<file path="src/rtl/fetch_pkg.sv">
// Shared types and constants for the instruction fetch stage.
package fetch_pkg;

  localparam int              XLEN             = 32;
  localparam logic [XLEN-1:0] RESET_PC_DEFAULT = 32'h0000_0000;
  localparam logic [XLEN-1:0] INSTR_NOP        = 32'h0000_0013;

  typedef struct packed {
    logic [XLEN-1:0] pc;
    logic [XLEN-1:0] instr;
  } fetch_entry_t;

  // Instruction memory is word-indexed; the low two PC bits never reach it.
  function automatic logic [XLEN-1:0] word_index(input logic [XLEN-1:0] byte_pc);
    return {2'b00, byte_pc[XLEN-1:2]};
  endfunction

endpackage

</file>
<file path="src/rtl/fetch_fifo.sv">
// Small flushable FIFO of fetch entries; entry 0 is always the head, so the
// head outputs come straight from a register.
module fetch_fifo
  import fetch_pkg::*;
#(
  parameter  int DEPTH = 2,
  localparam int CW    = $clog2(DEPTH + 1)
) (
  input  logic          clk,
  input  logic          reset,
  input  logic          enq,
  input  fetch_entry_t  enq_data,
  input  logic          deq,
  input  logic          flush,
  output logic [CW-1:0] count,
  output logic          head_valid,
  output fetch_entry_t  head
);

  fetch_entry_t  mem_q [DEPTH];
  fetch_entry_t  mem_d [DEPTH];
  logic [CW-1:0] count_d;
  logic [CW-1:0] fill;

  // NOTE: every always_comb output gets a default first, so no latch can be inferred.
  always_comb begin
    mem_d = mem_q;
    fill  = count;
    if (deq && count != '0) begin
      for (int i = 0; i < DEPTH - 1; i++) mem_d[i] = mem_q[i+1];
      fill = count - CW'(1);
    end
    count_d = fill;
    if (enq && fill < CW'(DEPTH)) begin
      for (int i = 0; i < DEPTH; i++) begin
        if (CW'(i) == fill) mem_d[i] = enq_data;
      end
      count_d = fill + CW'(1);
    end
    if (flush) count_d = '0;
  end

  // NOTE: sequential state uses non-blocking assignments only.
  always_ff @(posedge clk) begin
    if (reset) count <= '0;
    else       count <= count_d;
  end

  // NOTE: storage is deliberately not reset; count gates it, and the top masks
  // head data whenever head_valid is low.
  always_ff @(posedge clk) begin
    mem_q <= mem_d;
  end

  assign head       = mem_q[0];
  assign head_valid = (count != '0);

endmodule

</file>
<file path="src/rtl/pc_fetch_unit.sv">
// Fetch stage: owns the PC, reads the single-cycle instruction memory and
// hands {pc, instr} to decode through a small flushable buffer.
module pc_fetch_unit
  import fetch_pkg::*;
#(
  parameter logic [XLEN-1:0] RESET_PC   = RESET_PC_DEFAULT,
  parameter int              IMEM_WORDS = 1025,
  parameter int              BUF_DEPTH  = 2
) (
  input  logic            clk,
  input  logic            reset,
  output logic [XLEN-1:0] imem_addr,
  input  logic [XLEN-1:0] imem_instr,
  input  logic            redirect_valid,
  input  logic [XLEN-1:0] redirect_target,
  output logic            out_valid,
  input  logic            out_ready,
  output logic [XLEN-1:0] out_instr,
  output logic [XLEN-1:0] out_pc,
  output logic [XLEN-1:0] out_pc_plus4,
  output logic            fetch_fault
);

  localparam int CW = $clog2(BUF_DEPTH + 1);

  logic [XLEN-1:0] pc;
  logic [CW-1:0]   count;
  logic            head_valid;
  fetch_entry_t    head;
  fetch_entry_t    fetched;
  logic            deq;
  logic            buf_open;
  logic            would_fetch;
  logic            in_range;
  logic            do_fetch;
  logic            redirect_take;
  logic            misaligned;

  assign imem_addr     = word_index(pc);
  assign in_range      = imem_addr < XLEN'(IMEM_WORDS);
  assign deq           = out_valid && out_ready;
  // A full buffer still accepts a fetch when the head leaves this cycle.
  assign buf_open      = (count < CW'(BUF_DEPTH)) || deq;
  assign would_fetch   = !reset && !fetch_fault && !redirect_valid && buf_open;
  assign do_fetch      = would_fetch && in_range;
  assign redirect_take = redirect_valid && !fetch_fault;
  assign misaligned    = redirect_target[1:0] != 2'b00;
  assign fetched       = '{pc: pc, instr: imem_instr};

  always_ff @(posedge clk) begin
    if (reset) begin
      pc          <= RESET_PC;
      fetch_fault <= 1'b0;
    end else if (redirect_take) begin
      pc <= redirect_target;
      if (misaligned) fetch_fault <= 1'b1;
    end else if (do_fetch) begin
      pc <= pc + XLEN'(4);
    end else if (would_fetch) begin
      // Out-of-range fetch attempt: freeze here, keep draining the buffer.
      fetch_fault <= 1'b1;
    end
  end

  fetch_fifo #(
    .DEPTH (BUF_DEPTH)
  ) u_fifo (
    .clk        (clk),
    .reset      (reset),
    .enq        (do_fetch),
    .enq_data   (fetched),
    .deq        (deq),
    .flush      (redirect_take),
    .count      (count),
    .head_valid (head_valid),
    .head       (head)
  );

  assign out_valid    = head_valid && !reset;
  assign out_instr    = out_valid ? head.instr : '0;
  assign out_pc       = out_valid ? head.pc : '0;
  assign out_pc_plus4 = out_valid ? head.pc + XLEN'(4) : '0;

endmodule
</file>
<file path="config.mk">
export PLATFORM = sky130hd
export DESIGN_NAME = pc_fetch_unit
export DESIGN_NICKNAME = d
export VERILOG_FILES = /design/src/rtl/fetch_pkg.sv /design/src/rtl/fetch_fifo.sv /design/src/rtl/pc_fetch_unit.sv
export SDC_FILE = /design/constraint.sdc
export NUM_CORES = 1
export LEC_CHECK = 0
export CORE_MARGIN = 8
export CORE_UTILIZATION = 40
export DETAILED_ROUTE_END_ITERATION = 12
export PLACE_DENSITY = 0.72
export SLEW_MARGIN = 20
export SYNTH_ARGS = -nofsm -noshare
export SYNTH_HDL_FRONTEND = slang
export SYNTH_HIERARCHICAL = 1
export SYNTH_SLANG_ARGS = --single-unit
</file>
<file path="constraint.sdc">
create_clock -name clk -period 3.95 [get_ports clk]
set_input_delay 0.79 -clock clk [delete_from_list [all_inputs] [get_ports clk]]
set_output_delay 0.79 -clock clk [all_outputs]
set_load 0.01 [all_outputs]
</file>
# ---- Word level (Yosys, flattened, before mapping)
# Cells that the tools add are included.
dict set report word_totals {
  ff_bits 163
  inputBits 68
  output_inout_bits 130
  word_cells 53
}
dict set report classes {
  add_sub_neg 4
  n_lt_le_gt_ge 3
  eq_ne 3
  mux 15
  reduce_logical 21
}
# operator count
set ops {}
lappend ops {{$mux W64} 3}
lappend ops {{$mux W32} 5}
lappend ops {{$mux W128} 1}
lappend ops {{$add A32 B3 Y32 const B} 2}
lappend ops {{$lt A30 B11 Y1 const B} 1}
lappend ops {{$logic_and A1 B1 Y1} 9}
lappend ops {{$reduce_bool A2 Y1} 4}
lappend ops {{$lt A2 B2 Y1 const B} 2}
lappend ops {{$mux W1} 4}
lappend ops {{$mux W2} 2}
lappend ops {{$logic_not A1 Y1} 3}
lappend ops {{$reduce_and A3 Y1} 1}
lappend ops {{$add A2 B1 Y2 const B} 1}
lappend ops {{$eq A1 B2 Y1 const A} 1}
lappend ops {{$logic_not A2 Y1} 1}
lappend ops {{$ne A2 B1 Y1 const B} 1}
lappend ops {{$ne A2 B2 Y1 const B} 1}
lappend ops {{$reduce_and A2 Y1} 1}
lappend ops {{$reduce_or A2 Y1} 1}
lappend ops {{$sub A2 B1 Y2 const B} 1}
lappend ops {{$logic_or A1 B1 Y1} 1}

# ---- Depth between registers and ports, before layout
# Gate-level depths: netlist of run 1.
dict set report logic_depth {
  word_depth 8
  ltp_mapped 14
  ltp_nobuf 11
}

# ---- By module
# Netlist of run 1, hierarchy kept.
# module n_inst cells_per_inst area_each_um2 seq_area_each_um2
set modules_own_cells {}
lappend modules_own_cells {fetch_fifo 1 429 5295.1 3243.1}
lappend modules_own_cells {pc_fetch_unit 1 380 2806.4 660.6}

# ---- Worst setup path before layout of run 1
# Ideal clock, no wire load.
dict set report synth_timing {
  kind {input port to flip-flop}
  startpoint {in reset}
  endpoint {reg u_fifo/mem_q[0] (netlist bit) (enable)}
  setup_time_ps 429
  t_arrival_ps 3671
  t_required_ps 3521
  slack_ps -150
  path_stages 9
  path_buffers 2
  path_cell_list {buf_2 > nand2b_1 > clkbuf_1 > inv_1 > and2_1 > nor2b_2 > o21ai_0 > ha_1 > and3_1}
}
dict set report synth_via {
  elab_chain_len 8
  word_cells_on_any_way 14
  classes_between {order compare: 1; eq/ne: 1; mux: 1; reduce/logical: 11}
}
# element line
set synth_lines {}
lappend synth_lines {{start: declaration} pc_fetch_unit.sv:11} ;# input logic reset,
lappend synth_lines {{$logic_not A1 Y1 *} pc_fetch_unit.sv:79} ;# assign out_valid = head_valid && !reset;
lappend synth_lines {{$logic_and A1 B1 Y1 *} pc_fetch_unit.sv:79}
lappend synth_lines {{$logic_and A1 B1 Y1 *} pc_fetch_unit.sv:41} ;# assign deq = out_valid && out_ready;
lappend synth_lines {{net deq} pc_fetch_unit.sv:31} ;# logic deq;
lappend synth_lines {{$logic_and A1 B1 Y1 / $logic_or A1 B1 Y1 (equally long branches)} {fetch_fifo.sv:29, pc_fetch_unit.sv:43}}
lappend synth_lines {{$mux W2 / $logic_and A1 B1 Y1 (equally long branches)} {fetch_fifo.sv:29, pc_fetch_unit.sv:44}}
lappend synth_lines {{$lt A2 B2 Y1 / $logic_and A1 B1 Y1 (equally long branches)} {fetch_fifo.sv:34, pc_fetch_unit.sv:45}}
lappend synth_lines {{$logic_and A1 B1 Y1} fetch_fifo.sv:34} ;# if (enq && fill < CW'(DEPTH)) begin
lappend synth_lines {{$reduce_and A2 Y1 (no source line) *} n/a}
lappend synth_lines {{end signal: assignment} fetch_fifo.sv:52} ;# mem_q <= mem_d;
lappend synth_lines {{end: declaration} fetch_fifo.sv:20} ;# fetch_entry_t mem_q [DEPTH];
# Mark *: on every way through the listed nets, which the timed path passes. The rest lies on a longest branch.
# A chain may end at the register's enable or synchronous reset.

# ---- Final worst setup path of run 1
dict set report layout_timing {
  startpoint {reg u_fifo.mem_q, in the netlist u_fifo/head[44]}
  endpoint {out out_pc_plus4[23]}
}
dict set report layout_via {
  elab_chain_len 2
}
# element line
set layout_lines {}
lappend layout_lines {{$add A32 B3 Y32} pc_fetch_unit.sv:82} ;# assign out_pc_plus4 = out_valid ? head.pc + XLEN'(4) : '0;
lappend layout_lines {{$mux W32} pc_fetch_unit.sv:82}
lappend layout_lines {{end: declaration} pc_fetch_unit.sv:20} ;# output logic [XLEN-1:0] out_pc_plus4,
# No other way between the ends.

==> flow_summary.json, run 1 <==
{
  "clkTransAtPathRegs_ns": 0.06,
  "antenna_found_initial": 0,
  "synthDistinctLibCells": 50,
  "ys_ff_latch": 163,
  "period_minus_slack_ns": 3.76,
  "placed_cell_area_um2": 9610,
  "hold_class": "register to register",
  "hold_start": "u_fifo/mem_q[61]",
  "post_cts_resized": 0,
  "die_x_um": 158,
  "grt_pass1_wl_mm": 31.0,
  "yosysTopAreaCell": "dfxtp_1",
  "cts_tree": "built",
  "finalCritPeriodShare_pct": 95.2,
  "drt-total-wl_mm": 19.8,
  "die_h_um": 158,
  "post-place-ws_ns": 0.525,
  "vias": 5727,
  "place_congestion": 0.807,
  "cts_root_buf": "clkbuf_16",
  "setup_tns_ns": 0,
  "worst_slew_pin_slew_ns": 0.500,
  "fillers": 1859,
  "worstPathMaxFanout": 11,
  "rsz0062_at_grt": "no",
  "yosysTopAreaCellShare_pct": 24.5,
  "ant_nets": 0,
  "postCtsSetupBuffers": 0,
  "cts_hold_buf": 0,
  "dp_hpwl_mm": 14.1,
  "grtUsageTotal_pct": 15.8,
  "antenna_cells": 0,
  "clock_latency_ns": 0.41,
  "setup_viol": 0,
  "end_kind": "output port",
  "remaining_drc_errors": 0,
  "overflow": 0,
  "power_density_nw_per_um2": 418,
  "cts_buffer_depth": 2,
  "rows": 52,
  "clock-sinks": 163,
  "first_global_vias": 5719,
  "first_iter_violations": 324,
  "dr.pass1.iters": 4,
  "dieArea_um2": 25100,
  "netlist_instances": 809,
  "start_util_pct": 40.4,
  "design_area_um2": 10200,
  "htreeDepth": 4,
  "leakagePower_uw": 0.00388,
  "regToRegStartpoint": "pc[2]",
  "critPathLaunch": "u_fifo/head[44]",
  "pin_count": 198,
  "peakVddDrop_v": 0.000295,
  "clock.fmax_mhz": 266,
  "cts_made_buffers": 17,
  "wl_per_cell_um": 16.8,
  "skew_ns": 0.0116,
  "syn-cell-area_um2": 8100,
  "syn_avg_cell_area_um2": 10.0,
  "synth.area.top_cells": "dfxtp_1, edfxtp_1, buf_4",
  "core_area_um2": 20000,
  "layout_commonest_cell": "clkdlybuf4s50_1",
  "timing.final.hold_violations": 0,
  "area_growth_pct": 25.9,
  "worst_slack_ns": 0.191,
  "p_total_uw": 4270,
  "avgViaCountPerCell": 4.85,
  "yosys_warnings": 6,
  "path_class": "register to output port",
  "max_slew_margin_pct": 66.4,
  "cp_data_arrival_time_ns": 2.97,
  "io_buffers": 195,
  "hold_slack_ns": 0.508,
  "drv_cap": 0,
  "yosysSeqAreaShare_pct": 48.2,
  "cp-start-kind": "register",
  "worstPathRequired_ns": 3.16,
  "slew_violations": 0,
  "multi_input_area_um2": 3210,
  "num-nets-final": 971,
  "final_cell_mix": "clkdlybuf4s50_1, dfxtp_1, nand2_1",
  "regArea_um2": 3900,
  "drive_above_1_share_pct": 8.34,
  "status": "complete, no violations",
  "grt_start_max_net_pins": 83
}
final timing paths:
check,depth (start not counted),to,slack [ns]
min reg2reg,2,u_fifo/head[61],0.51
max,5,out_pc_plus4[23],0.19
min,2,u_fifo/head[61],0.51
max reg2reg,10,u_fifo/head[16],1.08
power breakdown:
part / switching (uW) / internal [uW]
combinational: 191 / 267
clock: 702 / 950
sequential: 188 / 1970
stage by stage:
step | std cells | utilization (%)
finish | 1181 | 50.9
global route | 1181 | 50.9
CTS | 1181 | 50.9
detailed placement | 1149 | 47.9
global placement | 1149 | 47.9
floorplan | 810 | -
worst max-delay path, stage by stage (launching register included):
cell and delay [ns]:
dfxtp_1 0.46, nand4_1 0.18, or4_1 0.76, or3_1 0.42, a21oi_1 0.15, clkdlybuf4s50_1 0.58
cells by family after synthesis:
kind of cell,synth area share [%]
simple gates,17.6
mux,7.91
buf+inv,12.4
xor+xnor,2.92
flops,48.2
other cells,0.0463
fa+ha+maj,0.772
compound gates,10.1
sequential cells by signal (all words and copies together), names as in the netlist:
name          count
u_fifo/count      2
fetch_fault       1
pc               32
u_fifo/mem_q     64
u_fifo/head      64
routing by layer:
metal,global-route usage [%],routed length [um],vias to the layer above
li1,-,-,2903
met1,20.3,9020,2690
met2,26.3,9670,128
met3,3.61,1010,6
met4,4.27,140,0
met5,0,0,-
final cells by class:
type	count	share of cell area [%]
Sequential cell	163	38.3
Multi-Input combinational cell	495	31.5
Timing Repair Buffer	209	20.7
Clock buffer	17	4.17
Tap cell	270	3.31
Clock inverter	15	1.66
Inverter	12	0.442
Yosys cell counts (all sizes together):
cell type,number
a21oi,8
o21ai,69
ha,5
o2bb2a,1
and4,6
nand3b,1
mux2i,64
a21boi,1
or3,10
a311oi,1
a22o,18
and2,66
edfxtp,64
o32ai,1
inv,11
conb,1
dfxtp,99
a21bo,1
nor4,7
a32oi,7
or4b,1
nor3b,1
and3b,1
nand2b,5
o21a,1
a221oi,1
nor2b,1
clkinv,1
nor2,37
clkbuf,22
o41ai,1
or2,1
buf,118
nor3,10
nand3,22
or4,3
xnor2,14
xor2,13
nand2,88
a31oi,9
and3,10
nand4,8
(Power assumes the default switching activity.)
==> run 2, diff against run 1 <==
- MAX_ROUTING_LAYER: not set -> met4
==> run 2 against run 1 <==
  * Sequential power about the same
  * Sequential share of layout area unchanged
  * Power about the same
  * Cell area unchanged
  * Combinational power about the same
  * Clock skew down 0.0023 ns
  * Final cell count unchanged
  * Critical path depth unchanged
  * Global-route usage up 0.44 points
  * Register-to-register slack about the same
  * Largest cell class unchanged
  * Largest power group unchanged
==> flow_summary.json, run 2 (synthesis results as in run 1) <==
{
  "leakagePower_uw": 0.00388,
  "drt-total-wl_mm": 19.8,
  "worst-path-buf-inv": 1,
  "status": "complete, no violations",
  "cp_data_arrival_time_ns": 2.98,
  "period_minus_slack_ns": 3.77,
  "drive_above_1_share_pct": 8.34,
  "peakVddDrop_v": 0.000295,
  "path_class": "register to output port",
  "power_density_nw_per_um2": 418,
  "num-nets-final": 971,
  "setup_tns_ns": 0,
  "wl_per_cell_um": 16.8,
  "final_cell_mix": "clkdlybuf4s50_1, dfxtp_1, nand2_1",
  "hold_class": "register to register",
  "design_area_um2": 10200,
  "cts_made_buffers": 17,
  "clkTransAtPathRegs_ns": 0.06,
  "die_x_um": 158,
  "die_h_um": 158,
  "end_kind": "output port",
  "worst_slew_pin_slew_ns": 0.520,
  "area_growth_pct": 25.9,
  "finalCritPeriodShare_pct": 95.5,
  "placed_cell_area_um2": 9610,
  "pin_count": 198,
  "start_util_pct": 40.4,
  "first_global_vias": 5718,
  "worstPathMaxFanout": 11,
  "p_total_uw": 4270,
  "antenna_found_initial": 0,
  "clock.fmax_mhz": 265,
  "cp_top_family": "simple AND/OR/NAND/NOR gates",
  "remaining_drc_errors": 0,
  "htreeDepth": 4,
  "dp.cells": 1149,
  "cts_hold_buf": 0,
  "first_iter_violations": 346,
  "cp-start-kind": "register",
  "crit_chain": "nand4_1, or4_1, or3_1, a21oi_1, clkdlybuf4s50_1",
  "rsz0062_at_grt": "no",
  "slew_violations": 0,
  "clock_latency_ns": 0.42,
  "cts_root_buf": "clkbuf_16",
  "cpPeakStageDelay_ns": 0.77,
  "cts_buffer_depth": 2,
  "clock-sinks": 163,
  "setup_viol": 0,
  "dieArea_um2": 25100,
  "post_cts_resized": 0,
  "vias": 5754,
  "avgViaCountPerCell": 4.87,
  "rows": 52,
  "core_area_um2": 20000,
  "antenna_cells": 0,
  "hold_slack_ns": 0.510,
  "grtUsageTotal_pct": 16.3,
  "layout_commonest_cell": "clkdlybuf4s50_1",
  "cts_tree": "built",
  "postCtsSetupBuffers": 0,
  "drv_cap": 0,
  "place_congestion": 0.818,
  "dr.pass1.iters": 4,
  "skew_ns": 0.00925,
  "critPathSlowestCell": "or4_1",
  "ant_nets": 0,
  "overflow": 0,
  "worstPathRequired_ns": 3.16,
  "dp_hpwl_mm": 14.1,
  "timing.final.hold_violations": 0,
  "max_slew_margin_pct": 65.3,
  "grt_pass1_wl_mm": 31.0,
  "fillers": 1859,
  "grt_start_max_net_pins": 83,
  "io_buffers": 195,
  "stdcell_count": 1181
}
## run 2: power breakdown
group | total [uW] | switching, uW | internal [uW] | leakage, uW
sequential | 2160 | 187 | 1970 | 0.00138
combinational | 458 | 191 | 267 | 0.00222
clock | 1660 | 705 | 950 | 0.000284
## run 2: path summary, 6_finish.rpt
path,cells past startpoint,endpoint,slack (ns),startpoint
setup / recovery,5,out_pc_plus4[23],0.18,u_fifo/head[44]
hold / removal,2,u_fifo/head[61],0.51,u_fifo/mem_q[61]
setup reg to reg,10,u_fifo/head[16],1.08,pc[2]
hold reg to reg,2,u_fifo/head[61],0.51,u_fifo/mem_q[61]
## run 2: stage by stage
step | utilization, % | worst slack (ns)
after floorplan | - | 0.553
after global placement | 47.9 | 0.544
after detailed placement | 47.9 | 0.525
after CTS | 50.9 | 0.160
after global routing | 50.9 | 0.0235
final | 50.9 | 0.176
## run 2: tightest hold or removal path, cell delays in order, from the launching register on
cell and delay, ns:
edfxtp_1 0.32, mux2i_1 0.07, o21ai_2 0.10
## run 2: metal layers
| layer | GRT usage [%] | vias to the layer above | routed length (um) |
|---|---|---|---|
| met5 | - | - | 0 |
| met4 | 4.27 | 0 | 172 |
| met3 | 3.26 | 9 | 968 |
| met2 | 26.2 | 129 | 9630 |
| met1 | 20.6 | 2717 | 9070 |
| li1 | - | 2899 | - |
## run 2: layout make-up
| class | instances | area (um2) | share of cell area (%) |
|---|---|---|---|
| clock buffers | 17 | 425 | 4.17 |
| clock inverters | 15 | 169 | 1.66 |
| inverters | 12 | 45.0 | 0.442 |
| multi-input cells | 495 | 3210 | 31.5 |
| flip-flops and latches | 163 | 3900 | 38.3 |
| well taps | 270 | 338 | 3.31 |
| repair buffers | 209 | 2110 | 20.7 |
